### config.mk
export PLATFORM = sky130hd
export DESIGN_NAME = cpu_mode_loader
export DESIGN_NICKNAME = d
export VERILOG_FILES = /design/src/rtl/cpu_mode_loader_pkg.sv /design/src/rtl/cpu_mode_loader_key_debounce.sv /design/src/rtl/cpu_mode_loader.sv
export SDC_FILE = /design/constraint.sdc
export NUM_CORES = 1
export LEC_CHECK = 0
export CAP_MARGIN = 20
export CORE_ASPECT_RATIO = 0.6
export CORE_MARGIN = 2
export CORE_UTILIZATION = 52
export CTS_CLUSTER_DIAMETER = 120
export CTS_CLUSTER_SIZE = 16
export DETAILED_ROUTE_END_ITERATION = 10
export GPL_ROUTABILITY_DRIVEN = 0
export GPL_TIMING_DRIVEN = 0
export PLACE_DENSITY = 0.92
export SLEW_MARGIN = 20
export SYNTH_ARGS = -nofsm -noshare
export SYNTH_HDL_FRONTEND = slang
export SYNTH_SLANG_ARGS = --single-unit
### constraint.sdc
create_clock -name clk -period 4.95 [get_ports clk]
set_input_delay 0.7425 -clock clk [delete_from_list [all_inputs] [get_ports clk]]
set_output_delay 0.7425 -clock clk [all_outputs]
set_load 0.03 [all_outputs]
### src/rtl/cpu_mode_loader_pkg.sv
// Shared encodings for the front-panel mode loader and the control unit it feeds.
// RUN must stay 2'b11: the control unit decodes that value directly.
package cpu_mode_loader_pkg;

  localparam logic [1:0] ST_IDLE  = 2'b00;
  localparam logic [1:0] ST_IN    = 2'b01;
  localparam logic [1:0] ST_CHECK = 2'b10;
  localparam logic [1:0] ST_RUN   = 2'b11;

  // we/re are the one-cycle memory strobes; capt is the CHECK read-data capture cycle.
  typedef struct packed {
    logic we;
    logic re;
    logic capt;
  } op_t;

  function automatic logic is_loader_state(input logic [1:0] st);
    return (st == ST_IN) || (st == ST_CHECK);
  endfunction

endpackage

### src/rtl/cpu_mode_loader_key_debounce.sv
// Push-button conditioner: 2-flop sync, DEB_CYCLES stability filter, rising-level pulse.
// Latency: raw edge to key_pulse is 2 + DEB_CYCLES cycles; no backpressure (free-running).
module key_debounce #(
  parameter int DEB_CYCLES = 20000,
  parameter int CNT_W      = 16
) (
  input  logic clk,
  input  logic rst,
  input  logic key_raw,
  output logic key_level,
  output logic key_pulse
);

  localparam logic [CNT_W-1:0] CNT_LAST = CNT_W'(DEB_CYCLES - 1);

  logic [1:0]       key_sync;
  logic [CNT_W-1:0] stable_cnt;

  always_ff @(posedge clk or posedge rst) begin
    if (rst) begin
      key_sync   <= 2'b00;
      stable_cnt <= '0;
      key_level  <= 1'b0;
      key_pulse  <= 1'b0;
    end else begin
      key_sync  <= {key_sync[0], key_raw};
      key_pulse <= 1'b0;
      // Any cycle of agreement restarts the stability window.
      if (key_sync[1] != key_level) begin
        if (stable_cnt == CNT_LAST) begin
          key_level  <= key_sync[1];
          key_pulse  <= key_sync[1];
          stable_cnt <= '0;
        end else begin
          stable_cnt <= stable_cnt + 1'b1;
        end
      end else begin
        stable_cnt <= '0;
      end
    end
  end

endmodule

### src/rtl/cpu_mode_loader.sv
// Mode FSM and program loader: IN writes switch data, CHECK reads back, RUN hands memory to the CPU.
// Strobe one cycle after step_pulse; steps arriving while busy are dropped, mode changes wait for !busy.
module cpu_mode_loader
  import cpu_mode_loader_pkg::*;
#(
  parameter int AW         = 16,
  parameter int DW         = 8,
  parameter int DEB_CYCLES = 20000,
  parameter int CNT_W      = 16
) (
  input  logic          clk,
  input  logic          rst,
  input  logic [1:0]    mode_sel,
  input  logic [AW-1:0] start_addr,
  input  logic [DW-1:0] data_sw,
  input  logic          key_step,
  input  logic [DW-1:0] mem_rdata,
  output logic [1:0]    cpustate,
  output logic          cpu_owns_mem,
  output logic [AW-1:0] mem_addr,
  output logic [DW-1:0] mem_wdata,
  output logic          mem_we,
  output logic          mem_re,
  output logic [DW-1:0] chk_data,
  output logic          chk_valid,
  output logic          addr_wrap
);

  logic [1:0] state;
  logic [1:0] mode_q;
  op_t        op;
  logic       key_level;
  logic       step_pulse;
  logic       busy;
  logic       step_go;
  logic       mode_go;

  key_debounce #(
    .DEB_CYCLES(DEB_CYCLES),
    .CNT_W     (CNT_W)
  ) u_key (
    .clk      (clk),
    .rst      (rst),
    .key_raw  (key_step),
    .key_level(key_level),
    .key_pulse(step_pulse)
  );

  assign busy    = op.we | op.re | op.capt;
  assign step_go = step_pulse && key_level && !busy && is_loader_state(state);
  // A step in the same cycle as a mode request wins; the mode change follows once busy clears.
  assign mode_go = (mode_q != state) && !busy && !step_go;

  always_ff @(posedge clk or posedge rst) begin
    if (rst) begin
      state     <= ST_IDLE;
      mode_q    <= ST_IDLE;
      op        <= '0;
      mem_addr  <= '0;
      mem_wdata <= '0;
      chk_data  <= '0;
      chk_valid <= 1'b0;
      addr_wrap <= 1'b0;
    end else begin
      mode_q  <= mode_sel;
      op.we   <= step_go && (state == ST_IN);
      op.re   <= step_go && (state == ST_CHECK);
      op.capt <= op.re;

      if (step_go && (state == ST_IN)) begin
        mem_wdata <= data_sw;
      end

      if (op.capt) begin
        chk_data  <= mem_rdata;
        chk_valid <= 1'b1;
      end

      if (op.we || op.capt) begin
        mem_addr <= mem_addr + 1'b1;
        if (&mem_addr) begin
          addr_wrap <= 1'b1;
        end
      end

      if (mode_go) begin
        state <= mode_q;
        if (is_loader_state(mode_q)) begin
          mem_addr  <= start_addr;
          addr_wrap <= 1'b0;
          chk_valid <= 1'b0;
        end
      end
    end
  end

  assign cpustate     = state;
  assign cpu_owns_mem = (state == ST_RUN);
  assign mem_we       = op.we;
  assign mem_re       = op.re;

endmodule

==> reports/qor.txt, run 1 <==
Outcome -> finished clean
Post-Syn Area per Cell -> 11.38 um2
Worst-margin pin slew -> 0.5604 ns
Max clock buf depth -> 2
Worst r2r src -> cpustate[0]
Worst Setup Slack, final -> 2.549 ns
Area of the multi-input gates -> 1221 um2
# hold bufs at CTS -> 0
First-iteration detailed-routing DRC count -> 54
Clock root buffer master -> clkbuf_8
Fin Setup TNS -> 0 ns
Post-synth EDFFs -> 0
Global route total overflow -> 0
Worst Setup Path Type -> flop to primary output
R2R Setup Slk -> 2.93 ns
Critical Path, Cell by Cell -> ha_1 > clkdlybuf4s50_1
Fin. Hold Viols -> 0
Ys Warns -> 0
Total CTS buffers -> 9
Area leader, netlist -> dfrtp_1
Core Util, Final -> 0.7566
I/O pins -> 76
HP Class -> flop to flop
Placed instance area -> 3686 um2
Critical path required time -> 4.21 ns
Top cells by area, synth -> dfrtp_1, mux2_2, xnor2_1, nor2_1, nand4_1
Post-synth cell types -> 39
Sequential Power Share -> 0.444
Clock sink count -> 61
Wirelength per Cell -> 16.59 um
Crit-path slowest cell -> clkdlybuf4s50_1
DP Cell Count -> 390
Die ar. -> 6053 um2
Post-Synth Adder-Cell Area -> 0.02216
Combinational Power Share -> 0.173
Non-filler cells, final -> 405
Fillcell total -> 355
Register area -> 1526 um2
P_leak -> 1.645 nW
CP delay by family, top -> buffers and inverters
Hpwl dp -> 4726 um
Global Route Usage Sum -> 0.2463
Initial antenna violation count -> 0
CP Max Fanout -> 7
DIE WIDTH -> 99.12 um
Most frequent cells in the layout -> clkdlybuf4s50_1, dfrtp_1, mux2_2
WP data arrival -> 1.66 ns
Core area -> 5155 um2
Remaining antenna violation count after routing -> 0
Share of cells above drive strength 1 -> 0.1534
Clk_lat worst skew -> 0.34 ns
Post-CTS sizing -> 0
IO buf count -> 75
CTS tree -> built
Number of setup violations in the final report -> 0
Clk_skew -> 0.01312 ns
Largest family of logic cells by synthesized area -> simple AND/OR/NAND/NOR gates
Fin area -> 3900 um2
Total power draw -> 1.274 mW
Final worst-path cycle share -> 0.4850
Slowest stage delay, CP -> 0.67 ns
Ys flop type -> dfrtp_1
Worst setup EP type -> primary output
Most common cell after layout, fill and taps aside -> clkdlybuf4s50_1
Syn Inst Count -> 248
Crit start category -> flop
Slew HR -> 0.6264
Pins over their slew limit -> 0
Sw frac -> 0.2705
Mux share of post-synthesis cell area -> 0.1077
CTS clk-pin slew, worst paths -> 0.06 ns
Diodes inserted -> 0
Pre-antenna DRT Iters -> 4
Compound-Gate Fraction of Synth Area -> 0.04743
R2R Path End -> mem_addr[15]
Initial Utilization -> 0.5476
Cell-internal power -> 929.4 uW
DRC violations left -> 0
NumNets Final -> 377
Fmax achieved -> 416.5 MHz
Area Overhead vs Synth -> 38.16%
Maximum vdd drop -> 0.1914 mV
Rows -> 20
Net switching power -> 344.6 uW
Power per Cell Area -> 326.6 nW/um2
Simple-gate area share of the yosys netlist -> 0.1715
Via Count -> 2237
Hold endpoint -> u_key.key_sync[1]
Die Ht -> 61.07 um
Post-synthesis sequential area ratio -> 0.5408
Maximum number of pins on one net before global-route repair -> 54
HP Start -> u_key.key_sync[0]
Ys async rst share -> 1.000
Htree depth -> 3
Clock Power Share -> 0.383
Top-area cell type share of the netlist area -> 0.5408
Postcts setup bufs -> 0
Net Count, Synth -> 290
RSZ-0062 raised after global routing -> no
Min Tclk post-route -> 2.401 ns
WHS -> 0.3507 ns
Vias in the first global route -> 2216
First-pass GRT wire length -> 11080 um
Place WS -> 2.897 ns
Post-synthesis xor/xnor area fraction -> 0.08378
Mapped cell area -> 2823 um2
Hold path depth -> 0
Number of buffers and inverters on the critical path -> 1
Via density -> 5.523
Max-cap check violation count -> 0
Worst Reg-to-Reg Cells -> 7
Synthesized flop and latch total -> 61
Drt total wl -> 6718 um
==> worst reg2reg max path, delay by kind of cell, from the launching register on <==
| kind | cells | cell delay [ns] |
|---|---|---|
| AO/OA/AOI/OAI | 2 | 0.42 |
| adder cells (fa/ha/maj) | 1 | 0.31 |
| buffers and inverters | 3 | 0.55 |
| flip-flops | 1 | 0.46 |
| AND/OR/NAND/NOR | 1 | 0.15 |
==> power by group through the flow <==
stage / Sequential [mW] / Combinational (mW) / Clock (mW)
3_3_place_gp: 0.572 / 0.211 / 0
4_1_cts: 0.566 / 0.222 / 0.496
3_5_place_dp: 0.574 / 0.220 / 0
6_report: 0.566 / 0.220 / 0.487
5_1_grt: 0.572 / 0.235 / 0.519
2_1_floorplan: 0.617 / 0.0692 / 0
==> cells by family (layout without fill, tap and decap cells) <==
family                   count (synthesis)  in the layout
buffers and inverters                   18            109
flip-flops                              61             61
AO/OA/AOI/OAI                           21             21
XOR/XNOR                                27             27
adder cells (fa/ha/maj)                  5              5
multiplexers                            27             27
AND/OR/NAND/NOR                         89             89
==> cell usage after synthesis (4+ instances only) <==
library cell	number
a21oi_1	8
clkbuf_1	4
dfrtp_1	61
ha_1	5
inv_1	10
mux2_2	27
nand2_1	8
nand3_1	5
nand4_1	13
nor2_1	22
nor3_1	15
nor4_1	5
xnor2_1	21
xor2_1	6
==> worst max path at each step <==
| stage | startpoint | endpoint | slack [ns] | depth (start not counted) |
|---|---|---|---|---|
| floorplan | rst | addr_wrap | 2.69 | 1 |
| global placement | rst | chk_data[0] | 1.66 | 2 |
| detailed placement | cpustate[1] | cpu_owns_mem | 2.90 | 2 |
| CTS | cpustate[1] | cpu_owns_mem | 2.51 | 2 |
| global route | cpustate[0] | cpu_owns_mem | 2.46 | 2 |
| finish | cpustate[1] | cpu_owns_mem | 2.55 | 2 |
==> state kept, by name, indices dropped and copies added (netlist names) <==
name              count
addr_wrap             1
op                    1
mem_re                1
mem_we                1
u_key.key_level       1
cpustate              2
u_key.key_pulse       1
mem_wdata             8
u_key.stable_cnt     16
chk_valid             1
u_key.key_sync        2
mode_q                2
chk_data              8
mem_addr             16
==> final cells by class <==
class | count | area share
flip-flops and latches | 61 | 0.3914
multi-input cells | 169 | 0.3131
repair buffers | 76 | 0.1996
clock buffers | 11 | 0.03625
well taps | 66 | 0.02117
clock inverters | 4 | 0.01861
inverters | 10 | 0.01027
plain buffers | 8 | 0.009625
==> routing by layer <==
| metal | vias to the layer above | wire length (um) | global-route usage |
|---|---|---|---|
| met5 | - | 0 | 0 |
| met4 | 0 | 55 | 0.08219 |
| met3 | 6 | 618 | 0.09421 |
| met2 | 93 | 3143 | 0.3909 |
| met1 | 1086 | 2900 | 0.3205 |
| li1 | 1052 | - | - |
Power figures use the tool's default switching activity.
==> run 2: changes to the inputs <==
Settings changed: CORE_UTILIZATION 52 to 43, PLACE_DENSITY 0.92 to 0.82.
Clock period 4.95 ns to 2.16 ns, I/O delays scaled along.
==> reports/qor.txt, run 2 (synthesis gave the netlist of run 1 again) <==
Drt total wl -> 6323 um (-5.9%)
Worst setup EP type -> flop
Total power draw -> 2.667 mW (+110%)
Critical path required time -> 2.37 ns (-1.84 ns)
Htree depth -> 3 (unchanged)
# hold bufs at CTS -> 0 (unchanged)
DRC violations left -> 0 (unchanged)
Area Overhead vs Synth -> 37.23%
Power per Cell Area -> 688.5 nW/um2 (+110%)
Outcome -> finished clean
DP Cell Count -> 408 (+4.6%)
Worst Setup Slack, final -> 0.1819 ns (-2.367 ns)
Vias in the first global route -> 2239 (+1.0%)
WHS -> 0.2579 ns (-0.09280 ns)
Share of cells above drive strength 1 -> 0.1563 (+0.002950)
Slew HR -> 0.6593 (+0.03286)
Global Route Usage Sum -> 0.1936 (-0.05266)
Worst-margin pin slew -> 0.5111 ns (-0.04928 ns)
Place WS -> 0.1859 ns (-2.711 ns)
Pre-antenna DRT Iters -> 4 (unchanged)
Fillcell total -> 531 (+50%)
Final worst-path cycle share -> 0.9158
Via density -> 5.210 (-5.7%)
Non-filler cells, final -> 423 (+4.4%)
Clock sink count -> 61 (unchanged)
Core Util, Final -> 0.6227 (-0.1339)
CTS clk-pin slew, worst paths -> 0.07 ns (about the same)
Initial Utilization -> 0.4537 (-0.09383)
Largest regs -> mem_addr: 16 flops, u_key.stable_cnt: 16 flops
Clk_lat worst skew -> 0.34 ns (about the same)
Remaining antenna violation count after routing -> 0 (unchanged)
Fin Setup TNS -> 0 ns (unchanged)
Core area -> 6221 um2 (+21%)
DIE WIDTH -> 108.6 um (+9.6%)
Fmax achieved -> 505.5 MHz
Rows -> 22 (+10%)
Most frequent cells in the layout -> clkdlybuf4s50_1, dfrtp_1, mux2_2
Number of setup violations in the final report -> 0 (unchanged)
Wirelength per Cell -> 14.95 um (-9.9%)
CP Max Fanout -> 10 (+3)
Postcts setup bufs -> 0 (unchanged)
Maximum number of pins on one net before global-route repair -> 48 (-11%)
Die ar. -> 7250 um2 (+20%)
Clk_skew -> 0.005269 ns (-0.007856 ns)
Max-cap check violation count -> 0 (unchanged)
IO buf count -> 75 (unchanged)
RSZ-0062 raised after global routing -> no
Most common cell after layout, fill and taps aside -> clkdlybuf4s50_1
HP Class -> input pin to asynchronous set/reset pin
Min Tclk post-route -> 1.978 ns
Total CTS buffers -> 9 (unchanged)
NumNets Final -> 377 (unchanged)
First-iteration detailed-routing DRC count -> 105 (+94%)
Crit start category -> flop
Clock root buffer master -> clkbuf_8
Initial antenna violation count -> 0 (unchanged)
CTS tree -> built
I/O pins -> 76 (unchanged)
Die Ht -> 66.76 um (+9.3%)
P_leak -> 1.627 nW (-1.1%)
Pins over their slew limit -> 0 (unchanged)
Diodes inserted -> 0 (unchanged)
Max clock buf depth -> 2 (unchanged)
Fin area -> 3874 um2 (-0.67%)
First-pass GRT wire length -> 10620 um (-4.2%)
Post-CTS sizing -> 0 (unchanged)
Maximum vdd drop -> 0.4356 mV (+130%)
Worst Setup Path Type -> flop to flop
Global route total overflow -> 0 (unchanged)
Hpwl dp -> 4688 um (-0.81%)
Placed instance area -> 3709 um2 (+0.61%)
Via Count -> 2204 (-1.5%)
Fin. Hold Viols -> 0 (unchanged)
WP data arrival -> 2.19 ns (+0.53 ns)
-- run 2: changes by cell type in the layout (fill, tap and decap cells not counted) --
cell / delta
bufinv_16: -2
clkinv_2: +3
clkbuf_1: -1
-- run 2: worst max-delay path, cell delays in order (launching register included) --
cell and delay [ns]:
dfrtp_1 0.45, inv_1 0.07, ha_1 0.31, o21ai_1 0.30, or2_1 0.15, buf_2 0.20
buf_2 0.27, a31oi_1 0.11
-- run 2: final cells by class --
type | count | area (um2) | area share
buffer | 8 | 37.54 | 0.009690
clock buffer | 10 | 137.6 | 0.03553
clock inverter | 5 | 27.53 | 0.007106
inverter | 10 | 40.04 | 0.01034
multi-input combinational | 169 | 1221 | 0.3152
sequential | 61 | 1526 | 0.3941
tap | 84 | 105.1 | 0.02713
timing repair buffer | 76 | 778.2 | 0.2009
-- run 2: path summary, 6_finish.rpt --
path	slack, ns	to	start	depth (start not counted)
min reg2reg	0.36	u_key.key_sync[1]	u_key.key_sync[0]	0
max	0.18	mem_addr[13]	cpustate[0]	7
min in group clk	0.36	u_key.key_sync[1]	u_key.key_sync[0]	0
max in group asynchronous	1.42	u_key.key_sync[0]	rst	3
min	0.26	mem_addr[10]	rst	2
max reg2reg	0.18	mem_addr[13]	cpustate[0]	7
-- run 2: power breakdown --
part           internal (mW)  leakage (nW)  switching, mW  total, mW
clock network          0.432        0.0877          0.437      0.869
registers               1.21         0.774         0.0899       1.30
logic                  0.249         0.765          0.251      0.500
-- run 2: layer usage --
| metal | GRT usage | vias to the layer above | part of all wire |
|---|---|---|---|
| met2 | 0.3086 | 71 | 0.46 |
| met5 | 0 | - | 0 |
| met3 | 0.06556 | 8 | 0.072 |
| li1 | - | 1059 | - |
| met1 | 0.2538 | 1066 | 0.46 |
| met4 | 0.05288 | 0 | 0.012 |
